===== src/rtl/slip_tx_arbiter.sv =====
`timescale 1ns/1ps
// slip_tx_arbiter
// Frame-level round-robin arbiter that shares one slip_escaper input among
// NUM_CH framed symbol sources. Each granted frame goes out as:
//   START mark, channel-ID symbol (CH_ID_BASE + channel), payload, END mark.
// Payload is passed through untouched; escaping is the escaper's job.
//
// Handshake: every s_* and m_* port is AXIS-like. A symbol moves on a rising
// clk edge where valid && ready are both high. A producer holds its data
// stable while valid && !ready. Ready never depends on the same side's valid,
// except in PAY, where s_ready[grant] is a straight copy of m_ready.
//
// Ports:
//   clk, rst   clock; asynchronous active-high reset
//   s_data     packed payload buses, channel k at [k*SYMBOL_WIDTH +: SYMBOL_WIDTH]
//   s_last     per-channel last-symbol-of-frame flag
//   s_valid    per-channel valid
//   s_ready    per-channel ready (only the granted channel, only in PAY)
//   m_data     symbol to the escaper
//   m_mark     marker flag to the escaper
//   m_valid    output valid
//   m_ready    escaper ready
//   o_grant    currently or most recently granted channel
//   o_busy     high in every state except IDLE
//   dbg_state  FSM state, for checkers and debug
module slip_tx_arbiter #(
  parameter int                      SYMBOL_WIDTH = 8,
  parameter int                      NUM_CH       = 2,
  parameter logic [SYMBOL_WIDTH-1:0] CH_ID_BASE   = SYMBOL_WIDTH'(1)
) (
  input  logic                                     clk,
  input  logic                                     rst,
  input  logic [NUM_CH*SYMBOL_WIDTH-1:0]           s_data,
  input  logic [NUM_CH-1:0]                        s_last,
  input  logic [NUM_CH-1:0]                        s_valid,
  output logic [NUM_CH-1:0]                        s_ready,
  output logic [SYMBOL_WIDTH-1:0]                  m_data,
  output logic                                     m_mark,
  output logic                                     m_valid,
  input  logic                                     m_ready,
  output logic [$clog2(NUM_CH > 2 ? NUM_CH : 2)-1:0] o_grant,
  output logic                                     o_busy,
  output logic [2:0]                               dbg_state
);

  localparam int GW   = $clog2(NUM_CH > 2 ? NUM_CH : 2);
  localparam int IDXW = GW + 1;

  localparam logic [2:0] ST_IDLE  = 3'd0;
  localparam logic [2:0] ST_START = 3'd1;
  localparam logic [2:0] ST_HDR   = 3'd2;
  localparam logic [2:0] ST_PAY   = 3'd3;
  localparam logic [2:0] ST_END   = 3'd4;

  logic [2:0]    state;
  logic [GW-1:0] grant;
  logic [GW-1:0] rr_ptr;

  // Round-robin search: first requester at rr_ptr, rr_ptr+1, ... mod NUM_CH.
  logic [IDXW-1:0] idx;
  logic [GW-1:0]   pick;
  logic            found;

  always_comb begin
    idx   = '0;
    pick  = '0;
    found = 1'b0;
    for (int i = 0; i < NUM_CH; i++) begin
      idx = {1'b0, rr_ptr} + IDXW'(i);
      if (idx >= IDXW'(NUM_CH)) idx = idx - IDXW'(NUM_CH);
      if (!found && s_valid[idx[GW-1:0]]) begin
        found = 1'b1;
        pick  = idx[GW-1:0];
      end
    end
  end

  always_ff @(posedge clk or posedge rst) begin
    if (rst) begin
      state  <= ST_IDLE;
      grant  <= '0;
      rr_ptr <= '0;
    end else begin
      case (state)
        ST_IDLE: begin
          if (found) begin
            grant <= pick;
            state <= ST_START;
          end
        end
        ST_START: if (m_ready) state <= ST_HDR;
        ST_HDR:   if (m_ready) state <= ST_PAY;
        ST_PAY: begin
          if (s_valid[grant] && m_ready && s_last[grant]) state <= ST_END;
        end
        ST_END: begin
          if (m_ready) begin
            state  <= ST_IDLE;
            // Next search starts just past the channel that was served.
            rr_ptr <= (grant == GW'(NUM_CH - 1)) ? '0 : grant + 1'b1;
          end
        end
        default: state <= ST_IDLE;
      endcase
    end
  end

  // START/HDR/END outputs come from registers only, so they hold under
  // backpressure. PAY is a combinational pass-through of the granted channel.
  always_comb begin
    m_data  = '0;
    m_mark  = 1'b0;
    m_valid = 1'b0;
    s_ready = '0;
    case (state)
      ST_START: begin
        m_valid = 1'b1;
        m_mark  = 1'b1;
      end
      ST_HDR: begin
        m_valid = 1'b1;
        m_data  = CH_ID_BASE + SYMBOL_WIDTH'(grant);
      end
      ST_PAY: begin
        m_valid        = s_valid[grant];
        m_data         = s_data[grant*SYMBOL_WIDTH +: SYMBOL_WIDTH];
        s_ready[grant] = m_ready;
      end
      ST_END: begin
        m_valid = 1'b1;
        m_mark  = 1'b1;
      end
      default: ;
    endcase
  end

  assign o_grant   = grant;
  assign o_busy    = (state != ST_IDLE);
  assign dbg_state = state;

endmodule


===== config.mk =====
export PLATFORM = sky130hd
export DESIGN_NAME = slip_tx_arbiter
export DESIGN_NICKNAME = d
export VERILOG_FILES = /design/src/rtl/slip_tx_arbiter.sv
export SDC_FILE = /design/constraint.sdc
export NUM_CORES = 1
export LEC_CHECK = 0
export BUFFER_PORTS_ARGS = -buffer_cell sky130_fd_sc_hd__clkbuf_2
export CAP_MARGIN = 20
export CELL_PAD_IN_SITES_DETAIL_PLACEMENT = 0
export CELL_PAD_IN_SITES_GLOBAL_PLACEMENT = 1
export CORE_ASPECT_RATIO = 0.9
export CORE_MARGIN = 2
export CORE_UTILIZATION = 24
export CTS_CLUSTER_DIAMETER = 30
export DETAILED_ROUTE_END_ITERATION = 16
export PLACE_DENSITY_LB_ADDON = 0.1
export SLEW_MARGIN = 15
export SYNTH_ARGS = -nofsm -noshare
export SYNTH_HDL_FRONTEND = slang
export SYNTH_SLANG_ARGS = --single-unit

===== constraint.sdc =====
create_clock -name clk -period 1.19 [get_ports clk]
set_clock_uncertainty 0.05 [all_clocks]
set_input_delay 0 -clock clk [delete_from_list [all_inputs] [get_ports clk]]
set_output_delay 0 -clock clk [all_outputs]
set_load 0.1 [all_outputs]

---- After elaboration in Yosys (flattened, before gate mapping) ----
Cells that the tools add are included.
operators by class
  reduce and logical (&&, ||, !) cells .... 12
  shift operators ......................... 1
  mux-type cells .......................... 27
  equal/unequal tests ..................... 9
  bitwise operators ....................... 1
  $add $sub $neg .......................... 5
  magnitude comparators ................... 6
operators with widths
  operator             count
  $mux 1               17
  $pmux 8 s2           1
  $shiftx 16x5->8      1
  $mux 3               5
  $pmux 3 s5           1
  $ne 2x2->1 const B   5
  $eq 3x2->1 const B   2
  $lt 1x2->1 const B   3
  $reduce_and 5->1     1
  $logic_and 1x1->1    4
  $reduce_and 2->1     2
  $eq 3x1->1 const B   1
  $eq 3x3->1 const B   1
  $logic_not 3->1      1
  $reduce_bool 3->1    1
  $reduce_or 3->1      1
  $add 1x1->2 const A  1
  $add 1x1->2 const B  1
  $and 2x2->2          1
  $ge 1x2->1 const B   1
  $ge 2x2->1 const B   1
  $mux 2               1
  $pmux 1 s2           1
  $reduce_or 2->1      1
  5 further kinds      6
storage, ports and cells
  bits in registers ....................... 5
  bits of input ports ..................... 23
  output and inout bits ................... 17

---- Depth between registers and ports, before layout ----
  word-level depth ........................ 10
  depth in mapped cells ................... 5
  mapped depth without buffers ............ 4

---- Worst setup path before layout ----
Ideal clock, no wire load.
  path type ............................... reg2out
  start ................................... reg state[0] (netlist: dbg_state[0])
  end ..................................... out m_valid
  data arrival time ....................... 3.347 ns
  stages on the path, launching flop included .. 6
  path slack .............................. -2.207 ns
  data required time ...................... 1.140 ns
  cells stage by stage .................... dfrtp_1 -> buf_4 -> nor3_4 -> inv_2 -> nand2_1 -> a31oi_1
on the way
  cells in the longest elaborated chain, start to end .. 3
  elaborated cells on any way between the ends .. 6
  classes of those cells .................. 4 x eq/ne; 1 x mux; 1 x reduce/logical
ends and longest elaborated chain
  item                                RTL line  text
  start: declaration                  55        logic [2:0] state;
  start signal: assignment            80        state <= ST_IDLE;
  start signal: assignment            88        state <= ST_START;
  start signal: assignment            91        ST_START: if (m_ready) state <= ST_HDR;
  $eq 3x3->1 (tied with other cells)  115       case (state)
  $reduce_or 3->1 (no line)           -
  $pmux 1 s2 *                        115
  end: declaration                    39        output logic m_valid,
Every way passes the cells marked *; elsewhere a longest branch is shown, timed or not.

---- Worst setup path in the final report ----
  start ................................... reg state[1] (netlist: dbg_state[1])
  end ..................................... out s_ready[1]
on the way
  cells in the longest elaborated chain, start to end .. 2
ends and longest elaborated chain
  item              RTL line  text
  $eq 3x2->1        115
  $mux 2            115
  end: declaration  36        output logic [NUM_CH-1:0] s_ready,
Every way passes these cells.

==> results.json <==
{
  "route.detailed.drc": 0,
  "synth_area_per_cell_um2": 8.08,
  "finalHoldViolations": 0,
  "numCtsBuffers": 3,
  "cp_max_fo": 7,
  "cp_top_family": "flip-flops",
  "fill_cells": 170,
  "crit_type": "flop to output port",
  "max_cap_violations": 0,
  "worst_slack_ns": -0.357,
  "synthTopCellsByArea": "dfrtp_1 (22%), mux2i_1 (12%), nor2_2 (6.6%)",
  "worst_ep_arrival_time_ns": 1.50,
  "grt_start_max_net_pins": 9,
  "seq_area_um2": 140,
  "cp.required_ns": 1.14,
  "start_kind": "flop",
  "h-tree-depth": 1,
  "initial_core_util_pct": 25.7,
  "dp_hpwl_um": 1360,
  "post-route-period-util_pct": 130,
  "mostFrequentLayoutCells": "clkbuf_2 (22), buf_12 (18), buf_4 (14)",
  "setup_tns_ns": -5.07,
  "ys_seq_elements": 5,
  "worst_path_max_delay_cell": "dfrtp_4",
  "grtUsageTotal_pct": 17.5,
  "grt_antenna_before_repair": 0,
  "synth_top_area_share_pct": 22.1,
  "ys_seq_area_share_pct": 22.1,
  "final_layout_size_suffix_gt1_share_pct": 75.9,
  "syn2layout_area_growth_pct": 171,
  "wire_per_inst_um": 12.9,
  "pin_count": 40,
  "synthMuxAreaShare_pct": 12.4,
  "synth-adder-area-share_pct": 0,
  "clk_latency_ns": 0.25,
  "slew_viol_final": 0,
  "clk_pin_slew_ns": 0.05,
  "synth_area_um2": 566,
  "synthCells": 70,
  "hold_path_class": "input pin to flop",
  "grt_pass1_vias": 779,
  "status": "complete, but fails checks",
  "rows": 16,
  "final_core_util_pct": 69.5,
  "cp_num_buf_inv": 2,
  "async_flop_share_pct": 100,
  "synthesis.nets": 93,
  "gp_congestion": 0.789,
  "worstMarginPinSlew_ns": 0.256,
  "overflow": 0,
  "clkSinkCount": 5,
  "violations": "setup timing",
  "synth_edf_count": 0,
  "cts_root_buf": "clkbuf_4",
  "core-area_um2": 2200,
  "setup_viol": 22,
  "synth_xor_area_share_pct": 3.10,
  "fmax_ghz": 0.647,
  "drtIter0Drc": 2,
  "cts_tree": "built",
  "synth-warning-count": 0,
  "antennaDiodeCount": 0,
  "synth_top_cell_by_area": "dfrtp_1",
  "synthDistinctLibCells": 29,
  "crit_path_cell_trace": "buf_6, and3b_2, and3_4, buf_12",
  "port_buffers": 39,
  "synth_top_family_by_area": "simple AND/OR/NAND/NOR gates",
  "routed_wl_um": 2120,
  "max-slew-margin-rel_pct": 82.4,
  "yosys.area_share.simple_pct": 34.3,
  "grt_pass1_wl_um": 3430,
  "dp_slack_ns": -0.144,
  "die_x_um": 55.2,
  "clk_path_buf_depth": 2,
  "dieArea_um2": 2760,
  "cpPeakStageDelay_ns": 0.54,
  "first_pass_iters": 3,
  "crit_path_end_kind": "output port",
  "nets": 161,
  "hold_slack_ns": 0.0559,
  "min_period_ns": 1.55,
  "final_common_cell": "clkbuf_2",
  "via_per_inst": 4.55,
  "dieHeight_um": 50.1,
  "multi_input_area_um2": 552,
  "yosys_most_used_dff": "dfrtp_1",
  "vias": 747,
  "grt_setup_unrepaired": "yes",
  "synth_compound_area_share_pct": 16.2,
  "ant_nets": 0
}
==> kinds of logic after synthesis <==
logic type / after synthesis
XOR/XNOR: 2
buffers and inverters: 11
AND/OR/NAND/NOR: 30
flip-flops: 5
AO/OA/AOI/OAI: 15
multiplexers: 7
==> flip-flops by register name (all words and copies together), names as in the netlist <==
register,cells
dbg_state,3
o_grant,1
rr_ptr,1
==> synthesized netlist by cell type, types with 3 or more instances <==
| library cell | count |
|---|---|
| a21oi_1 | 7 |
| buf_2 | 3 |
| dfrtp_1 | 5 |
| inv_1 | 3 |
| mux2i_1 | 7 |
| nand2_1 | 6 |
| nand3_1 | 4 |
| nor2_2 | 6 |
| o21ai_1 | 3 |
==> path summary, 6_finish.rpt <==
check | startpoint | to | slack, ns | depth (start not counted)
max | dbg_state[1] | s_ready[1] | -0.36 | 4
min | s_valid[1] | o_grant | 0.06 | 3
max reg2reg | dbg_state[0] | dbg_state[0] | -0.18 | 5
min reg2reg | rr_ptr | rr_ptr | 0.46 | 2
max in group asynchronous | rst | dbg_state[2] | 0.73 | 3
min in group asynchronous | rst | o_grant | 0.14 | 3
==> worst min-delay path: stages <==
cell and delay (ns):
clkbuf_2 0.13, a21oi_2 0.15, a31oi_1 0.05
==> layer usage <==
layer / part of all wire, % / vias up / track usage (%)
met5: 0 / - / 0
li1: - / 378 / -
met1: 45 / 343 / 21.7
met4: 0.99 / 0 / 5.28
met2: 49 / 22 / 28.6
met3: 5.0 / 4 / 5.15
==> layout make-up <==
type / instances / share of cell area (%)
clock buffer: 4 / 1.72
tap: 27 / 2.21
sequential: 5 / 9.15
multi-input combinational: 54 / 36.0
timing repair buffer: 70 / 49.6
inverter: 4 / 1.31
==> through the flow <==
| stage | instances | instance area, um^2 |
|---|---|---|
| CTS | 164 | 1500 |
| global route | 164 | 1530 |
| floorplan | 70 | 716 |
| finish | 164 | 1530 |
| detailed placement | 144 | 1250 |
| global placement | 144 | 1250 |
==> timing repair <==
action	in CTS	in global routing
setup endpoints to repair	21	22
setup buffers	15	3
hold buffers	3	0
gates resized for setup	24	8
endpoints found under the hold margin	6	0
pin swaps	15	7
gates cloned	0	0
Power is left out: the tool's default activity adds up to more than one toggle a clock period on the data nets, which glitch-free logic cannot reach.
